===== src/rtl/imem_uart_loader_if.sv =====
// imem_uart_loader_if: instruction memory write port driven by the boot loader
interface imem_uart_loader_if #(parameter int WIDTH = 32);
  logic             insMemEn;
  logic [WIDTH-1:0] insMemData;
  logic [WIDTH-1:0] insMemAddr;
  modport master (output insMemEn, insMemData, insMemAddr);
  modport slave  (input  insMemEn, insMemData, insMemAddr);
endinterface


===== src/rtl/imem_uart_loader.sv =====
// imem_uart_loader: UART boot loader writing a length-prefixed image into instruction memory.
// Define LOADER_CHECKSUM_EN to require a trailing 32-bit wrap-around sum of the data words.
module imem_uart_loader #(
  parameter int WIDTH        = 32,
  parameter int IMEM_DEPTH   = 512,
  parameter int CLKS_PER_BIT = 868
) (
  input  logic clock,
  input  logic reset,
  input  logic rx,
  imem_uart_loader_if.master imem,
  output logic cpuReset,
  output logic loadDone,
  output logic loadError
);
  localparam int IW = $clog2(IMEM_DEPTH + 1);
  localparam int CW = $clog2(CLKS_PER_BIT);
  localparam logic [1:0] RX_IDLE = 2'd0, RX_START = 2'd1, RX_DATA = 2'd2, RX_STOP = 2'd3;
  localparam logic [2:0] LEN = 3'd0, DATA = 3'd1, DONE = 3'd3, ERROR = 3'd4;
`ifdef LOADER_CHECKSUM_EN
  localparam logic [2:0] CSUM = 3'd2;
  localparam logic [2:0] FIN  = CSUM;
`else
  localparam logic [2:0] FIN  = DONE;
`endif
  logic          rx_m, rx_s, rx_d;
  logic [1:0]    rx_st;
  logic [CW-1:0] clk_cnt;
  logic [2:0]    bit_cnt;
  logic [7:0]    rx_sh;
  logic          rx_valid, rx_ferr;
  logic          clk_hit, half_hit;
  logic [2:0]    st;
  logic [1:0]    byte_cnt;
  logic [23:0]   sh;
  logic [31:0]   word;
  logic [IW-1:0] idx, n;
`ifdef LOADER_CHECKSUM_EN
  logic [31:0]   sum;
`endif
  assign clk_hit  = clk_cnt == CW'(CLKS_PER_BIT - 1);
  assign half_hit = clk_cnt == CW'(CLKS_PER_BIT / 2 - 1);
  assign word     = {rx_sh, sh};
  assign cpuReset  = st != DONE;
  assign loadDone  = st == DONE;
  assign loadError = st == ERROR;
  // rx_d is one synchronized sample behind rx_s for start-edge detection
  always_ff @(posedge clock or negedge reset)
    if (!reset) begin
      rx_m     <= 1'b1;
      rx_s     <= 1'b1;
      rx_d     <= 1'b1;
      rx_st    <= RX_IDLE;
      clk_cnt  <= '0;
      bit_cnt  <= '0;
      rx_sh    <= '0;
      rx_valid <= 1'b0;
      rx_ferr  <= 1'b0;
    end else begin
      rx_m     <= rx;
      rx_s     <= rx_m;
      rx_d     <= rx_s;
      rx_valid <= 1'b0;
      rx_ferr  <= 1'b0;
      clk_cnt  <= clk_cnt + CW'(1);
      case (rx_st)
        RX_IDLE: begin
          clk_cnt <= '0;
          bit_cnt <= '0;
          if (rx_d && !rx_s) rx_st <= RX_START;
        end
        RX_START: if (half_hit) begin
          clk_cnt <= '0;
          rx_st   <= rx_s ? RX_IDLE : RX_DATA;
        end
        RX_DATA: if (clk_hit) begin
          clk_cnt <= '0;
          rx_sh   <= {rx_s, rx_sh[7:1]};
          bit_cnt <= bit_cnt + 3'd1;
          if (bit_cnt == 3'd7) rx_st <= RX_STOP;
        end
        default: if (clk_hit) begin
          rx_valid <= rx_s;
          rx_ferr  <= !rx_s;
          rx_st    <= RX_IDLE;
        end
      endcase
    end
  always_ff @(posedge clock or negedge reset)
    if (!reset) begin
      st              <= LEN;
      byte_cnt        <= '0;
      sh              <= '0;
      idx             <= '0;
      n               <= '0;
      imem.insMemEn   <= 1'b0;
      imem.insMemData <= '0;
      imem.insMemAddr <= '0;
`ifdef LOADER_CHECKSUM_EN
      sum             <= '0;
`endif
    end else begin
      imem.insMemEn <= 1'b0;
      if (rx_ferr && st != DONE) st <= ERROR;
      else if (rx_valid && st < DONE) begin
        byte_cnt <= byte_cnt + 2'd1;
        sh       <= word[31:8];
        if (byte_cnt == 2'd3) begin
          if (st == LEN) begin
            idx <= '0;
            n   <= IW'(word);
            st  <= word == 32'd0 ? FIN : word > 32'(IMEM_DEPTH) ? ERROR : DATA;
          end else if (st == DATA) begin
            imem.insMemEn   <= 1'b1;
            imem.insMemData <= WIDTH'(word);
            imem.insMemAddr <= WIDTH'(idx);
            idx             <= idx + IW'(1);
`ifdef LOADER_CHECKSUM_EN
            sum             <= sum + word;
          end else begin
            st <= word == sum ? DONE : ERROR;
`endif
          end
        end
      // leave DATA only after the final strobe cycle so the write lands before cpuReset drops
      end else if (st == DATA && imem.insMemEn && idx == n) st <= FIN;
    end
endmodule


===== src/flat_wrapper.sv =====
// flat-port wrapper written by rule: the top's interface ports become plain ports
module imem_uart_loader_flat 
#(
  parameter int WIDTH        = 32,
  parameter int IMEM_DEPTH   = 512,
  parameter int CLKS_PER_BIT = 868
)
  (clock, reset, rx, cpuReset, loadDone, loadError, imem_insMemEn, imem_insMemData, imem_insMemAddr);
  imem_uart_loader_if #(.WIDTH(WIDTH)) imem_i ();
  input  logic clock;
  input  logic reset;
  input  logic rx;
  output logic cpuReset;
  output logic loadDone;
  output logic loadError;
  output wire logic [$bits(imem_i.insMemEn)-1:0] imem_insMemEn;
  output wire logic [$bits(imem_i.insMemData)-1:0] imem_insMemData;
  output wire logic [$bits(imem_i.insMemAddr)-1:0] imem_insMemAddr;
  assign imem_insMemEn = imem_i.insMemEn;
  assign imem_insMemData = imem_i.insMemData;
  assign imem_insMemAddr = imem_i.insMemAddr;
  imem_uart_loader #(.WIDTH(WIDTH), .IMEM_DEPTH(IMEM_DEPTH), .CLKS_PER_BIT(CLKS_PER_BIT)) u_core (.clock(clock), .reset(reset), .rx(rx), .imem(imem_i), .cpuReset(cpuReset), .loadDone(loadDone), .loadError(loadError));
endmodule

===== config.mk =====
export PLATFORM = sky130hd
export DESIGN_NAME = imem_uart_loader_flat
export DESIGN_NICKNAME = d
export VERILOG_FILES = /design/src/rtl/imem_uart_loader_if.sv /design/src/rtl/imem_uart_loader.sv /design/src/flat_wrapper.sv
export SDC_FILE = /design/constraint.sdc
export NUM_CORES = 1
export LEC_CHECK = 0
export CAP_MARGIN = 20
export CORE_MARGIN = 8
export CORE_UTILIZATION = 55
export DETAILED_ROUTE_END_ITERATION = 10
export GPL_TIMING_DRIVEN = 0
export HOLD_SLACK_MARGIN = 0.08
export PLACE_DENSITY = 0.86
export SYNTH_ARGS = -nofsm -noshare
export SYNTH_HDL_FRONTEND = slang
export SYNTH_SLANG_ARGS = --single-unit

===== constraint.sdc =====
create_clock -name clock -period 2.6 [get_ports clock]
set_input_delay 0.65 -clock clock [delete_from_list [all_inputs] [get_ports clock]]
set_output_delay 0.65 -clock clock [all_outputs]
set_load 0.03 [all_outputs]

Word-level counts from Yosys, hierarchy flattened

Index checks and enable logic that the tools add are counted.

$add $sub $neg: 4
Muxes and demuxes: 30
Shift-type cells: 0
Divide/modulo/power cells: 0
Bitwise operators: 2
Magnitude comparators: 2
Equality and inequality tests: 17
Reduce and logical (&&, ||, !) cells: 22
$mul: 0

Operator list:

| kind                  | number |
|---|---|
| $mux 10               | 4 |
| $gt 32x10->1 const B  | 1 |
| $logic_not 32->1      | 1 |
| $pmux 10 s3           | 1 |
| $mux 3                | 8 |
| $add 10x1->10 const B | 2 |
| $mux 2                | 6 |
| $eq 10x10->1          | 1 |
| $eq 10x10->1 const B  | 1 |
| $eq 10x9->1 const B   | 1 |
| $reduce_and 5->1      | 2 |
| $mux 1                | 9 |
| $ne 3x2->1 const B    | 3 |
| $ne 2x1->1 const B    | 4 |
| $reduce_and 4->1      | 2 |
| $eq 3x3->1 const B    | 2 |
| $pmux 2 s3            | 1 |
| $pmux 3 s2            | 1 |
| $reduce_and 2->1      | 3 |
| $reduce_bool 3->1     | 2 |
| $logic_and 1x1->1     | 5 |
| $eq 2x2->1 const B    | 2 |
| $reduce_bool 2->1     | 2 |
| $add 3x1->3 const B   | 1 |
| 11 further kinds      | 12 |

Memories: 0
Bits in latches: 0
RAM bits: 0
Bits in read-only memories: 0
Output and inout bits: 68
Input bits: 3
Flip-flop bits (word level): 120

Longest topological paths before layout

Gate-level depths: netlist of the first run.

Depth in word-level cells: 7
Mapped depth: 8
Depth with buffers taken out: 7

Worst setup path after synthesis of the first run

No wires, ideal clock.

Path kind: register -> register
From: reg u_core.clk_cnt[3]
To: reg u_core.rx_sh[1]
Arrival: 1.866 ns
Path slack: 0.609 ns
Stages on the path, launching flop included: 6
Cells stage by stage: dfrtp_1 or3b_4 or3_4 nor3b_4 buf_6 mux2_4

Word-level cells in the longest chain between the ends: 2

Ends and longest elaborated chain:

| element                           | RTL line               | RTL |
|---|---|---|
| start, declared                   | imem_uart_loader.sv:28 | `logic [CW-1:0] clk_cnt;` |
| start signal, assigned            | imem_uart_loader.sv:65 | `clk_cnt <= clk_cnt + CW'(1);` |
| $eq 10x10->1                      | imem_uart_loader.sv:41 | `assign clk_hit = clk_cnt == CW'(CLKS_PER_BIT - 1);` |
| $reduce_and 2->1 (no source line) | n/a                    |  |
| end signal, assigned              | imem_uart_loader.sv:78 | `rx_sh <= {rx_s, rx_sh[7:1]};` |
| end, declared                     | imem_uart_loader.sv:30 | `logic [7:0] rx_sh;` |

No other way between the ends.
A chain may end at the register's enable or synchronous reset.

Final worst setup path of the first run

From: reg u_core.st[1]
To: out cpuReset

Word-level cells in the longest chain between the ends: 1

Ends and longest elaborated chain:

| element                | RTL line                | RTL |
|---|---|---|
| start, declared        | imem_uart_loader.sv:33  | `logic [2:0] st;` |
| start signal, assigned | imem_uart_loader.sv:112 | `st <= word == 32'd0 ? FIN : word > 32'(IMEM_DEPTH) ? ERROR : DATA;` |
| $ne 3x2->1             | imem_uart_loader.sv:44  | `assign cpuReset = st != DONE;` |
| end, declared          | flat_wrapper.sv:13      | `output logic cpuReset;` |

No other way between the ends.

==> results of run 1 <==
[worst max path at each step]
stage,slack (ns),from,endpoint
3_5_place_dp,0.15,u_core.st[0]$_DFFE_PN0P_,loadDone
4_1_cts,0.02,u_core.st[0]$_DFFE_PN0P_,loadDone
5_1_grt,0.06,u_core.st[1]$_DFFE_PN0P_,cpuReset
3_3_place_gp,-3.46,reset,u_core.imem.insMemData[26]$_DFFE_PN0P_
2_1_floorplan,0.61,u_core.clk_cnt[3]$_DFF_PN0_,u_core.rx_sh[1]$_DFFE_PN0P_
6_report,0.13,u_core.st[1]$_DFFE_PN0P_,cpuReset
[kinds of logic (layout without fill, tap and decap cells)]
family | after synthesis | in the layout | share of synthesized area (%)
buf+inv | 43 | 123 | 5.35
simple gates | 95 | 95 | 10.3
mux | 86 | 86 | 18.8
flops | 120 | 120 | 56.9
fa+ha+maj | 6 | 6 | 1.42
xor+xnor | 27 | 27 | 4.48
compound gates | 21 | 21 | 2.63
other cells | 1 | 22 | 0.0710
[power breakdown]
group | total (uW) | internal (uW) | switching (uW)
combinational | 367 | 154 | 213
sequential | 1960 | 1920 | 39.2
clock | 2330 | 1490 | 841
[synth_stat cells (all sizes together)]
master,number
a22o,2
o31ai,1
nand4b,2
nor3,3
and4,1
ha,6
clkbuf,4
and2,2
bufbuf,1
a221oi,1
nand3,7
and3,4
nor3b,2
xnor2,6
a311oi,1
o21a,1
nand2,14
nand4bb,2
xor2,21
a311o,1
a21oi,3
or3b,1
nor4,12
nor2,28
nor2b,1
clkdlybuf4s50,1
inv,7
conb,1
nand4,8
buf,30
dfstp,3
nor4bb,1
dfrtp,117
or2,1
mux2i,1
nor4b,1
or3,1
o21ai,8
a211oi,1
nand2b,4
a31oi,2
mux2,85
[what timing repair did]
action | 4_1_cts | 5_1_grt
resized for setup | 4 | 2
setup buffers | 0 | 0
endpoints found under the setup margin | 3 | 1
pin swaps | 0 | 0
[registers in the layout, summed over array words and instances, names as in the netlist, 2 cells and up]
name	count
u_core.imem.insMemAddr	10
u_core.st	3
u_core.byte_cnt	2
u_core.n	10
u_core.sh	24
u_core.rx_sh	8
u_core.idx	10
u_core.imem.insMemData	32
u_core.rx_st	2
u_core.clk_cnt	10
u_core.bit_cnt	3
[metal layers]
metal,vias to the layer above,track usage (%),part of all wire (%)
li1,1537,-,-
met4,0,6.57,1.3
met1,1715,20.4,40
met3,14,6.34,5.7
met5,-,0,0
met2,82,31.2,53
[through the flow]
stage	cell area (um2)	utilization, %	instances
after global placement	6000	64.6	597
after CTS	6620	71.3	629
after detailed placement	6030	64.9	598
after global routing	6620	71.3	629
final	6620	71.3	629
after floorplan	5360	-	420
[critical path, cell delays in order (launching register included)]
cell           delay, ns
dfrtp_1             0.47
nand2_1             0.15
or2_2               0.33
dlygate4sd2_1       0.36
[layout make-up]
type                    instances  share of cell area, %
inverters                       7                  0.397
multi-input cells             257                   31.3
flip-flops and latches        120                   45.5
clock buffers                  18                   6.47
clock inverters                14                   2.61
repair buffers                 49                   7.53
plain buffers                  35                   3.82
well taps                     129                   2.44
==> results.md, run 1 <==
* Cell types occupying the most area after synthesis: dfrtp_1, mux2_2, xor2_1
* Post-route ant nets at 0
* Clock edge transition at the registers on the reported setup and hold paths at 0.06 ns
* Post-Place Setup Slack at 0.155 ns
* Critical path startpoint category: flop
* Post-cts hold buffer count at 0
* Core Box Area at ~9300 um2
* Final setup violating endpoints at 0
* Largest net degree at the start of global routing at 63
* Number of antenna violations at the first check in global routing at 0
* Proportion of layout cells with a drive suffix above 1 at 33.4%
* Arrival time at the worst endpoint at between 1.5 and 2 ns
* Global-route wire length before repair at 18.3 mm
* Unrepaired setup endpoints after global routing: false
* Max Freq at 404 MHz
* Effective utilization at floorplan at 56.9%
* Die Height at 114 um
* Synthesized flop and latch total at 120
* Relative slew slack at between 40 and 50%
* Largest area contributor in the netlist: dfrtp_1
* Crit Reg-Reg Endpoint: u_core.idx[5]$_DFFE_PN0P_
* Critical path required time at 1.95 ns
* Combined area of the multi-input logic cells at 2070 um2
* Sink count of the clock tree at 120
* Most frequent cells in the layout: dfrtp_1, mux2_2, clkdlybuf4s50_1, nor2_1, buf_4
* Nature of the critical path endpoint: output port
* # Max-Cap Violations at 0
* Worst hold path type: in2async
* Max Transition Viols Final at 0
* Most frequent standard cell in the layout excluding fill and tap cells: dfrtp_1
* Via/cell ratio at 5.32
* Final wirelength at 11.1 mm
* Final hold slack at 0.205 ns
* Setup ws final at 0.125 ns
* Final GP Congestion at around 0.84
* Routed len/inst at 17.7 um
* Total half-perimeter wirelength after legalization and detailed placement at slightly above 7 mm
* Area added between synthesis and finish at 25.3%
* Post-Synthesis Mean Instance Area at about 13 um2
* Die area at 13000 um2
* Outcome: completed
* Fin. Hold Viols at 0
* Number of warnings issued by yosys at 0
* Clock buffer count from CTS at 17
* Sequential cell area at about 3000 um2
* Number of diodes added for antenna fixing at 0
* Fill cell count at 615
* Detailed-routing iteration count for the pre-antenna-repair pass at 7
* Final worst clock skew at 0.00721 ns
* Insertion delay to the later sink of the worst-skew pair at 0.51 ns
* Clock root buffer master: clkbuf_8
* IO Pins at approximately 70
* Number of buffers between clock root and the deepest sink at 2
* Synth top area share at between 50% and 60%
* Tot GR Track Use at 18.1%
* Largest fanout on the critical path at 7
* Std cell rows at 35
* Worst IR Drop VDD at 569 uV
* Tmin final at 2.47 ns
* Number of H-tree levels at 4
* Width of the die at 114 um
* Routed vias at 3348
* Minimum setup slack among reg-to-reg paths at approximately 0.37 ns
* Setup CP Type: reg2out
* Worst r2r path cells at 5
* Detailed Route Iter0 Violations at around 160
* TritonCTS clock tree: built
* Transition time at the pin with the least slew margin at roughly 0.8 ns
* R2r startpoint: u_core.st[2]$_DFFE_PN0P_
* Part of the cycle the worst path needs at 95.2%
* Post-layout nets at 496
* Leak at 0.00333 uW
* Area of the mapped netlist at 5280 um2
* DRC viols at 0
* Total negative slack at 0 ns
* Total power at between 4000 and 5000 uW
* Vias in the first global route at 3576
* Overflow left after global routing at 0
* Number of buffers added on ports at 48
* Post-Synthesis Cells at 399
* Cell area power density at 703 nW/um2
* Sequential fraction of the synthesis area at 56.9%
* Cell variety after synth at 49
Note: power is estimated with default switching activity, not from simulation.
==> run 2, diff against run 1 <==
ABC_AREA = 1   (was not set)
CORE_UTILIZATION = 56   (was 55)
==> run 2 against run 1 <==
  * First-iteration DRC count rose by 140%
  * Sequential share of layout area down 2.9 points
  * Wire length increased by 17%
  * Global-route usage up 2.3 points
  * Hold slack gained 0.15 ns
  * Worst setup slack better by 0.15 ns
  * Combinational power down 7.4%
  * Synthesized cell count increased by 62%
  * Highest routed layer unchanged
==> results.md, run 2 <==
* Net switching power of the design at 1150 uW
* Crit path max-delay cell type: dfrtp_1
* Most frequent standard cell in the layout excluding fill and tap cells: nand2_1
* Synth top area share at 51.6%
* Number of diodes added for antenna fixing at 0
* Most frequent cells in the layout: nand2_1, dfrtp_1, inv_1, o21ai_0, nor2_1
* Outcome: completed
* Post-layout nets at 747
* Largest fanout on the critical path at 5
* Worst hold path type: reg2reg
* Cell variety after synth at 33
* Kind of cell adding the most delay to the critical path: buffers and inverters
* Setup CP Type: reg2out
* Final setup violating endpoints at 0
* Final wirelength at 13.1 mm
* Tmin final at between 2 and 2.5 ns
* Routed vias at approximately 4600
* Largest net degree at the start of global routing at 97
* Complex-gate fraction of the synthesized area at 12.0%
* Adder-cell area share of the yosys netlist at 1.32%
* Number of warnings issued by yosys at 0
* Global-route wire length before repair at 21.6 mm
* Insertion delay to the later sink of the worst-skew pair at 0.52 ns
* Top-count cell post-synth: nand2_1
* Xor/xnor cell area share of the yosys netlist at between 1 and 1.5%
* Clock edge transition at the registers on the reported setup and hold paths at 0.06 ns
* Critical path startpoint category: flop
* Worst IR Drop VDD at 691 uV
* Clock root buffer master: clkbuf_8
* IO Pins at 71
* Flip-flop count of the largest register after layout at 32
* Largest register by flop count: u_core.imem.insMemData
* Critical path cell sequence: nand2_2, nor2_1, inv_1, dlygate4sd2_1
* Multiplexer area fraction after synthesis at 0%
* Clock Power Share at between 50 and 60%
* Sequential fraction of the synthesis area at 53.0%
* Cell types occupying the most area after synthesis: dfrtp_1, nand2_1, o21ai_2
* Cells after DPL at 851
* TritonCTS clock tree: built
* Std cell rows at 36
* Detailed Route Iter0 Violations at 382
* Number of H-tree levels at 4
* Post-synthesis async set-or-reset flop share at 100%
* Synthesized flop and latch total at 120
* Vias in the first global route at 4635
* Nature of the critical path endpoint: output port
* Proportion of layout cells with a drive suffix above 1 at 16.2%
* Post-Synthesis Cells at ~650
* Post-route ant nets at 0
* Largest area contributor in the netlist: dfrtp_1
* Core Box Area at 9820 um2
* Total half-perimeter wirelength after legalization and detailed placement at 8.96 mm
* Cell area power density at 672 nW/um2
* Final worst clock skew at slightly above 0.009 ns
* Most common library cells after synthesis: nand2_1, dfrtp_1, inv_1
* Relative contribution of combinational cells to total power at 7.2%
* Total non-filler cell area in the finished layout at 7060 um2
* Fin. Hold Viols at 0
* Width of the die at 117 um
* Max incr delay on CP at about 0.44 ns
* Buffers inserted during post-CTS setup optimization at 0
* Placed standard-cell area at 6430 um2
* Post-Place Setup Slack at ~0.54 ns
* Main combinational cell family by area after synthesis: simple AND/OR/NAND/NOR gates
* Largest registers ranked by flip-flop count: u_core.imem.insMemData: 32 flops, u_core.sh: 24 flops
* Top_reg_cell synth: dfrtp_1
* Tot GR Track Use at approximately a fifth
* Area added between synthesis and finish at 24.5%
* Die area at 13600 um2
* Switching share of power at roughly a quarter
* Routed len/inst at approximately 15 um
* Unrepaired setup endpoints after global routing: false
* Number of buffers added on ports at 48
* Max Freq at 429 MHz
* Count of flip-flops with a built-in enable after synthesis at 0
* Sink count of the clock tree at 120
* Post-Synthesis Mean Instance Area at 8.75 um2
* # Max-Cap Violations at 0
* Total negative slack at 0 ns
* Die Height at 117 um
* Clock buffer count from CTS at 17
* Arrival time at the worst endpoint at ~1.7 ns
* Critical path required time at 1.95 ns
* Leak at approximately 0.0034 uW
* Setup ws final at 0.271 ns
* Max Transition Viols Final at 0
* Final GP Congestion at 0.875
* Fraction of the mapped netlist area in simple logic gates at 21.5%
* Final hold slack at 0.350 ns
* Via/cell ratio at slightly above 5
* Power share of the sequential group at 40.9%
* Number of antenna violations at the first check in global routing at 0
* Internal power at 3590 uW
* Part of the cycle the worst path needs at 89.6%
* Overflow left after global routing at 0
* Effective utilization at floorplan at 57.8%
* Cell Count, Final, Fillers Out at 884
* DRC viols at 0
* Buffers plus inverters on the worst setup path at 2
* Number of buffers between clock root and the deepest sink at 2
* Area of the mapped netlist at 5670 um2
* Detailed-routing iteration count for the pre-antenna-repair pass at 7
==> run 2: metrics by stage <==
step | power, uW | util [%]
2_1_floorplan | 2200 | -
3_3_place_gp | 2280 | 65.2
3_5_place_dp | 2300 | 65.4
4_1_cts | 4750 | 71.9
5_1_grt | 4880 | 71.9
6_report | 4740 | 71.9
==> run 2: layer usage <==
layer  part of all wire [%]  vias up  routed length [um]  global-route usage (%)
met5                      0        -                   0                       0
li1                       -     2184                   -                       -
met1                     39     2217                5040                    22.9
met2                     53      159                6910                    36.8
met4                    1.7        0                 219                    8.45
met3                    6.8       20                 895                    4.65
==> run 2: path summary, 6_finish.rpt <==
check,startpoint,to,slack [ns],depth (start not counted)
min,u_core.rx_m$_DFF_PN1_,u_core.rx_s$_DFF_PN1_,0.35,0
min reg2reg,u_core.rx_m$_DFF_PN1_,u_core.rx_s$_DFF_PN1_,0.35,0
max in group asynchronous,reset,u_core.rx_m$_DFF_PN1_,1.29,3
max,u_core.st[0]$_DFFE_PN0P_,cpuReset,0.27,4
min in group asynchronous,reset,u_core.imem.insMemData[7]$_DFFE_PN0P_,0.56,2
max reg2reg,u_core.clk_cnt[0]$_DFF_PN0_,u_core.rx_sh[0]$_DFFE_PN0P_,0.65,6
==> run 2: cell families after synthesis <==
logic type                 count (synthesis)
buffers and inverters                    121
DFF                                      120
adders and majority gates                  6
other                                      1
xor gates and xnor gates                   9
AOI/OAI and AO/OA                        105
and+or+nand+nor                          286
==> run 2: area by class of cell <==
type	instances	area (um2)
multi-input combinational	428	2140
clock buffer	18	428
sequential	120	3010
fill	728	2760
tap	133	166
clock inverter	14	199
inverter	82	310
buffer	39	298
timing repair buffer	50	519
==> run 2: power by group through the flow <==
| stage | Combinational [uW] | Sequential [uW] | Clock, uW |
|---|---|---|---|
| 3_5_place_dp | 325 | 1970 | 0 |
| 5_1_grt | 379 | 1950 | 2560 |
| 6_report | 340 | 1940 | 2460 |
| 2_1_floorplan | 234 | 1960 | 0 |
| 3_3_place_gp | 305 | 1970 | 0 |
| 4_1_cts | 340 | 1940 | 2470 |
==> run 2: repair_timing <==
item	in CTS	in global routing
hold endpoints to repair	24	0
endpoints found under the setup margin	2	1
hold buffers	1	0
gates resized for setup	2	1
